### config.mk
export PLATFORM = sky130hd
export DESIGN_NAME = ps2_rx_buffered_flat
export DESIGN_NICKNAME = d
export VERILOG_FILES = /design/src/rtl/ps2_rx_buffered_if.sv /design/src/rtl/ps2_rx_buffered.sv /design/src/flat_wrapper.sv
export SDC_FILE = /design/constraint.sdc
export NUM_CORES = 1
export LEC_CHECK = 0
export CAP_MARGIN = 10
export CORE_MARGIN = 2
export CORE_UTILIZATION = 55
export DETAILED_ROUTE_END_ITERATION = 6
export MAX_ROUTING_LAYER = met4
export PLACE_DENSITY = 0.84
export REMOVE_ABC_BUFFERS = 1
export SLEW_MARGIN = 20
export SYNTH_ARGS = -nofsm -noshare
export SYNTH_HDL_FRONTEND = slang
export SYNTH_SLANG_ARGS = --single-unit
### constraint.sdc
create_clock -name clk -period 3 [get_ports clk]
set_clock_uncertainty 0.15 [all_clocks]
set_input_delay 0.6 -clock clk [delete_from_list [all_inputs] [get_ports clk]]
set_output_delay 0.6 -clock clk [all_outputs]
set_load 0.01 [all_outputs]
### src/rtl/ps2_rx_buffered_if.sv
// Host-side read port of the buffered PS/2 receiver.
// master = host, slave = receiver.
interface ps2_rx_buffered_if #(
   parameter int DEPTH = 16
);
   localparam int CW = $clog2(DEPTH) + 1;

   logic          KB_read_en;
   logic          KB_clear;
   logic          KB_status;
   logic [7:0]    KB_data;
   logic          buf_full;
   logic [CW-1:0] KB_count;
   logic          frame_err;
   logic          overflow;

   modport master (
      output KB_read_en, KB_clear,
      input  KB_status, KB_data, buf_full,
      input  KB_count, frame_err, overflow
   );

   modport slave (
      input  KB_read_en, KB_clear,
      output KB_status, KB_data, buf_full,
      output KB_count, frame_err, overflow
   );
endinterface

### src/rtl/ps2_rx_buffered.sv
// PS/2 frame receiver with parity/stop/timeout checking
// feeding a first-word fall-through FIFO.
module ps2_rx_buffered #(
   parameter int DEPTH        = 16,
   parameter int SYNC_STAGES  = 2,
   parameter int TIMEOUT_CYC  = 50000,
   parameter bit BREAK_FILTER = 1'b0
) (
   input  logic             clk,
   input  logic             rst_n,
   input  logic             PS2_clk,
   input  logic             PS2_data,
   ps2_rx_buffered_if.slave kb
);
   localparam int AW = $clog2(DEPTH);
   localparam int CW = AW + 1;
   localparam int TW = $clog2(TIMEOUT_CYC + 1);

   typedef enum logic [1:0] {IDLE, DATA, PARITY, STOP} state_t;

   logic [SYNC_STAGES-1:0] c_sync, d_sync;
   logic          c_prev;
   logic          ps2c, ps2d, fall;
   state_t        state_q, state_d;
   logic [2:0]    idx_q, idx_d;
   logic [7:0]    sh_q, sh_d;
   logic          par_q, par_d;
   logic [TW-1:0] tcnt_q, tcnt_d;
   logic          byte_ok, ferr_set;
   logic          vld_q;
   logic [7:0]    vbyte_q;
   logic          skip_q, is_brk;
   logic          push_req, push, pop, full, empty;
   logic [7:0]    mem [DEPTH];
   logic [AW-1:0] wptr_q, rptr_q;
   logic [CW-1:0] count_q;
   logic          ferr_q, ovf_q;

   // Idle-high lines: synchronizers reset to 1 so no false edge.
   always_ff @(posedge clk or negedge rst_n) begin
      if (!rst_n) begin
         c_sync <= '1;
         d_sync <= '1;
         c_prev <= 1'b1;
      end else begin
         c_sync <= {c_sync[SYNC_STAGES-2:0], PS2_clk};
         d_sync <= {d_sync[SYNC_STAGES-2:0], PS2_data};
         c_prev <= c_sync[SYNC_STAGES-1];
      end
   end

   assign ps2c = c_sync[SYNC_STAGES-1];
   assign ps2d = d_sync[SYNC_STAGES-1];
   assign fall = c_prev & ~ps2c;

   always_comb begin
      state_d  = state_q;
      idx_d    = idx_q;
      sh_d     = sh_q;
      par_d    = par_q;
      tcnt_d   = '0;
      byte_ok  = 1'b0;
      ferr_set = 1'b0;
      if (state_q != IDLE)
         tcnt_d = tcnt_q + 1'b1;
      unique case (state_q)
         IDLE: begin
            if (fall && !ps2d) begin
               state_d = DATA;
               idx_d   = '0;
            end
         end
         DATA: begin
            if (fall) begin
               sh_d  = {ps2d, sh_q[7:1]};
               idx_d = idx_q + 1'b1;
               if (idx_q == 3'd7)
                  state_d = PARITY;
            end
         end
         PARITY: begin
            if (fall) begin
               par_d   = ps2d;
               state_d = STOP;
            end
         end
         STOP: begin
            if (fall) begin
               state_d = IDLE;
               if (ps2d && (^{sh_q, par_q}))
                  byte_ok = 1'b1;
               else
                  ferr_set = 1'b1;
            end
         end
         default: state_d = IDLE;
      endcase
      if (fall)
         tcnt_d = '0;
      // Device went silent mid-frame: drop the partial byte.
      if (state_q != IDLE && !fall &&
          tcnt_q == TW'(TIMEOUT_CYC - 1)) begin
         state_d  = IDLE;
         ferr_set = 1'b1;
         tcnt_d   = '0;
      end
   end

   always_ff @(posedge clk or negedge rst_n) begin
      if (!rst_n) begin
         state_q <= IDLE;
         idx_q   <= '0;
         sh_q    <= '0;
         par_q   <= 1'b0;
         tcnt_q  <= '0;
         vld_q   <= 1'b0;
         vbyte_q <= '0;
      end else if (kb.KB_clear) begin
         state_q <= IDLE;
         idx_q   <= '0;
         tcnt_q  <= '0;
         vld_q   <= 1'b0;
      end else begin
         state_q <= state_d;
         idx_q   <= idx_d;
         sh_q    <= sh_d;
         par_q   <= par_d;
         tcnt_q  <= tcnt_d;
         vld_q   <= byte_ok;
         vbyte_q <= sh_q;
      end
   end

   assign is_brk   = (vbyte_q == 8'hF0);
   assign push_req = vld_q &
                     ~(BREAK_FILTER & (skip_q | is_brk));
   assign empty    = (count_q == '0);
   assign full     = (count_q == CW'(DEPTH));
   assign pop      = kb.KB_read_en & ~empty;
   assign push     = push_req & (~full | pop);

   always_ff @(posedge clk or negedge rst_n) begin
      if (!rst_n) begin
         wptr_q  <= '0;
         rptr_q  <= '0;
         count_q <= '0;
         ferr_q  <= 1'b0;
         ovf_q   <= 1'b0;
         skip_q  <= 1'b0;
      end else if (kb.KB_clear) begin
         wptr_q  <= '0;
         rptr_q  <= '0;
         count_q <= '0;
         ferr_q  <= 1'b0;
         ovf_q   <= 1'b0;
         skip_q  <= 1'b0;
      end else begin
         if (push)
            wptr_q <= wptr_q + 1'b1;
         if (pop)
            rptr_q <= rptr_q + 1'b1;
         if (push && !pop)
            count_q <= count_q + 1'b1;
         else if (pop && !push)
            count_q <= count_q - 1'b1;
         if (ferr_set)
            ferr_q <= 1'b1;
         if (push_req && full && !pop)
            ovf_q <= 1'b1;
         // Break prefix arms, the byte after it disarms.
         if (BREAK_FILTER && vld_q)
            skip_q <= ~skip_q & is_brk;
      end
   end

   always_ff @(posedge clk) begin
      if (push && !kb.KB_clear)
         mem[wptr_q] <= vbyte_q;
   end

   assign kb.KB_status = ~empty;
   assign kb.KB_data   = empty ? 8'h00 : mem[rptr_q];
   assign kb.buf_full  = full;
   assign kb.KB_count  = count_q;
   assign kb.frame_err = ferr_q;
   assign kb.overflow  = ovf_q;
endmodule

### src/flat_wrapper.sv
// flat-port wrapper written by rule: the top's interface ports become plain ports
module ps2_rx_buffered_flat 
#(
   parameter int DEPTH        = 16,
   parameter int SYNC_STAGES  = 2,
   parameter int TIMEOUT_CYC  = 50000,
   parameter bit BREAK_FILTER = 1'b0
)
  (clk, rst_n, PS2_clk, PS2_data, kb_KB_read_en, kb_KB_clear, kb_KB_status, kb_KB_data, kb_buf_full, kb_KB_count, kb_frame_err, kb_overflow);
  ps2_rx_buffered_if #(.DEPTH(DEPTH)) kb_i ();
  input  logic clk;
  input  logic rst_n;
  input  logic PS2_clk;
  input  logic PS2_data;
  input wire logic [$bits(kb_i.KB_read_en)-1:0] kb_KB_read_en;
  input wire logic [$bits(kb_i.KB_clear)-1:0] kb_KB_clear;
  output wire logic [$bits(kb_i.KB_status)-1:0] kb_KB_status;
  output wire logic [$bits(kb_i.KB_data)-1:0] kb_KB_data;
  output wire logic [$bits(kb_i.buf_full)-1:0] kb_buf_full;
  output wire logic [$bits(kb_i.KB_count)-1:0] kb_KB_count;
  output wire logic [$bits(kb_i.frame_err)-1:0] kb_frame_err;
  output wire logic [$bits(kb_i.overflow)-1:0] kb_overflow;
  assign kb_i.KB_read_en = kb_KB_read_en;
  assign kb_i.KB_clear = kb_KB_clear;
  assign kb_KB_status = kb_i.KB_status;
  assign kb_KB_data = kb_i.KB_data;
  assign kb_buf_full = kb_i.buf_full;
  assign kb_KB_count = kb_i.KB_count;
  assign kb_frame_err = kb_i.frame_err;
  assign kb_overflow = kb_i.overflow;
  ps2_rx_buffered #(.DEPTH(DEPTH), .SYNC_STAGES(SYNC_STAGES), .TIMEOUT_CYC(TIMEOUT_CYC), .BREAK_FILTER(BREAK_FILTER)) u_core (.clk(clk), .rst_n(rst_n), .PS2_clk(PS2_clk), .PS2_data(PS2_data), .kb(kb_i));
endmodule
==> impl_metrics.yaml <==
status:
  status: "finished, violations left"
  violations: "negative setup slack"
clock_tree:
  htreeDepth: 4
  clk_latency_ns: 0.44
  cts_root_buffer: "clkbuf_16"
  cts_tree: "done"
  clock_sinks: 187
  cts_inserted_buffers: 17
  cts_max_path_buffers: 2
  clkSlewWorstSetupHoldPaths_ns: 0.07
placed_design:
  place_ws_ns: -0.0775
  gp_congestion: 0.828
  hpwl_um: 9670
  numPortBuffers: 22
hold_path:
  worstHoldPathType: "in2async"
grt:
  grt_use_total_pct: 23.2
  grt_start_max_net_pins: 60
  grt_pass1_vias: 4681
  grt_remaining_overflow: 0
  antenna_found_initial: 1
  grt_pass1_wl_um: 26100
timing:
  clock.fmax_mhz: 306
  setup_violations: 8
  max_slew_margin_pct: 49.2
  fin_crit_ns: 3.27
  timing_hold_violations_final: 0
  slew_violations: 0
  setup_slack_ns: -0.271
  finalCritPeriodShare_pct: 109
  tightest_slew_ns: 0.759
  rsz0062_at_grt: "true"
flow_run:
  maxCapViolCount: 0
finish:
  nets: 564
  area_growth_pct: 16.3
  multi_input_area_um2: 2470
  regArea_um2: 5330
  num-fill-cells: 899
  layout-drive-gt1-share_pct: 24.9
synthesis:
  synth_top_area_share_pct: 48.2
  yosysUniqueCellTypes: 49
  synth.avg_cell_area_um2: 16.7
  syn_inst: 477
  yosysMostFrequentCell: "edfxtp_1"
  async_flop_share_pct: 31.6
  netlist_area_um2: 7970
  synth_area_leaders: "edfxtp_1 (48%), dfrtp_1 (17%), mux4_2 (7.3%), mux4_1 (4.6%), mux2_1 (3.0%)"
  ys_ff_latch: 187
  synth_edf_count: 128
  yosysWarnings: 0
  yosysSeqAreaShare_pct: 66.8
  yosys.area.top_type: "edfxtp_1"
  synth_flop_cell: "edfxtp_1"
  synth.top_cells.by_count: "edfxtp_1 (128), dfrtp_1 (54), nor2_1 (53)"
power_and_ir_drop:
  irDropWorstVdd_v: 0.000448
  powerDensity_nw_per_um2: 771
  finalPower_mw: 7.14
  p_leak_nw: 3.39
die:
  initial_core_util_pct: 56.7
  die_w_um: 124
  rows: 43
  fp.coreArea_um2: 14000
  ios: 23
  chipHeight_um: 124
  die-area_um2: 15500
setup_path:
  critPathLaunchType: "flop"
  crit_family: "multiplexers"
  path_cells: "buf_6 > buf_6 > buf_12 > mux4_2 > mux4_2 > and2_1 > buf_2"
  setup.worst_path.end_class: "output port"
  required_ns: 2.25
  slowest_stage: "mux4_2"
  rrSetupSlack_ns: 0.09
  path_buf_inv: 4
  critPathKind: "reg2out"
  worst-path-stages: 7
  reg2regPathDepth: 9
  critPathMaxFanout: 4
  arrival_ns: 2.52
  max_stage_delay_ns: 0.51
drt:
  avgRoutedWirePerCell_um: 22.5
  ant_nets: 0
  initialDrtViolationCount: 526
  drt-vias-per-instance: 6.08
  drt_first_pass_iters: 5
  drc: 0
  routed_wl_um: 16600
  vias: 4472
cell usage in the layout, fill, tap and decap left out, types with 5 or more instances in the layout:
master and instances:
buf_12 5, a21oi_1 10, xnor2_1 15, and2_4 5, nor3_1 6, xor2_1 13
nand2_1 20, inv_1 7, nand3_1 12, buf_4 29, buf_6 11, mux4_2 36
ha_1 16, and3_1 5, clkbuf_16 17, nor2_1 53, dfrtp_1 52, edfxtp_1 128
mux2_1 21, dfstp_2 5, clkdlybuf4s50_1 13
state kept, by name, summed over array words and instances, names as in the netlist, 2 cells and up:
register and cells:
u_core.mem 128, u_core.tcnt_q 16, u_core.sh_q 8, u_core.vbyte_q 8
u_core.kb.KB_count 5, u_core.rptr_q 4, u_core.wptr_q 4, u_core.idx_q 3
u_core.c_sync 2, u_core.d_sync 2, u_core.state_q 2
where the power goes:
group          leakage (nW)  total (mW)  internal, mW  switching [mW]
logic                  1.15        1.83          1.04           0.792
registers              1.96        3.10          2.92           0.178
clock network         0.279        2.22          1.27           0.948
total                  3.39        7.14          5.23            1.92
metrics by stage:
stage,hold slack (ns),utilization [%],std cells,setup TNS [ns],instance area [µm²]
after floorplan,0.154,-,457,-2.92,7820
after global placement,0.197,60.8,691,-0.0310,8540
after detailed placement,0.203,60.8,691,-0.213,8540
after CTS,0.189,65.8,734,-1.61,9230
after global routing,0.214,66.0,735,-1.98,9270
final,0.165,66.0,735,-1.53,9270
cells by family after synthesis:
kind of cell | after synthesis | share of synthesized area (%)
AOI/OAI and AO/OA | 23 | 1.73
xor gates and xnor gates | 29 | 3.36
adders and majority gates | 17 | 2.76
DFF | 187 | 66.9
muxes | 63 | 15.2
and+or+nand+nor | 130 | 7.90
buffers and inverters | 28 | 2.20
layout make-up:
class	instances	share of cell area, %
Clock inverter	11	1.30
Antenna cell	1	0.0270
Inverter	8	0.324
Tap cell	180	2.43
Sequential cell	187	57.5
Clock buffer	21	4.97
Multi-Input combinational cell	262	26.6
Timing Repair Buffer	65	6.87
layer usage:
metal  share of wire, %  GRT usage [%]
met1                 39           28.6
met2                 52           37.5
met3                6.7           6.36
met4                2.6           7.80
met5                  0              -
final timing paths:
path / startpoint / to
max in group asynchronous: rst_n / u_core.rptr_q[0]
setup reg to reg: u_core.kb.KB_count[3] / u_core.kb.KB_count[4]
setup / recovery: u_core.rptr_q[0] / kb_KB_data[4]
hold reg to reg: u_core.c_sync[0] / u_core.c_sync[1]
min in group clk: u_core.c_sync[0] / u_core.c_sync[1]
hold / removal: rst_n / u_core.tcnt_q[13]
timing repair:
action                                  in CTS  in global routing
hold buffers                                 0                  0
setup buffers                               10                  1
pin swaps                                    8                  0
resized for setup                           54                 17
endpoints found under the setup margin      11                 11
cloned                                       1                  0
worst reg2reg max path, cell delays in order (launching register included):
cell and delay (ns):
dfrtp_2 0.46, or4_4 0.54, o31a_1 0.28, nand2_1 0.14, ha_1 0.27, a21o_1 0.17, a21oi_2 0.17, mux2_2 0.36
a32oi_1 0.14, a21oi_1 0.09
(Power assumes the default switching activity.)
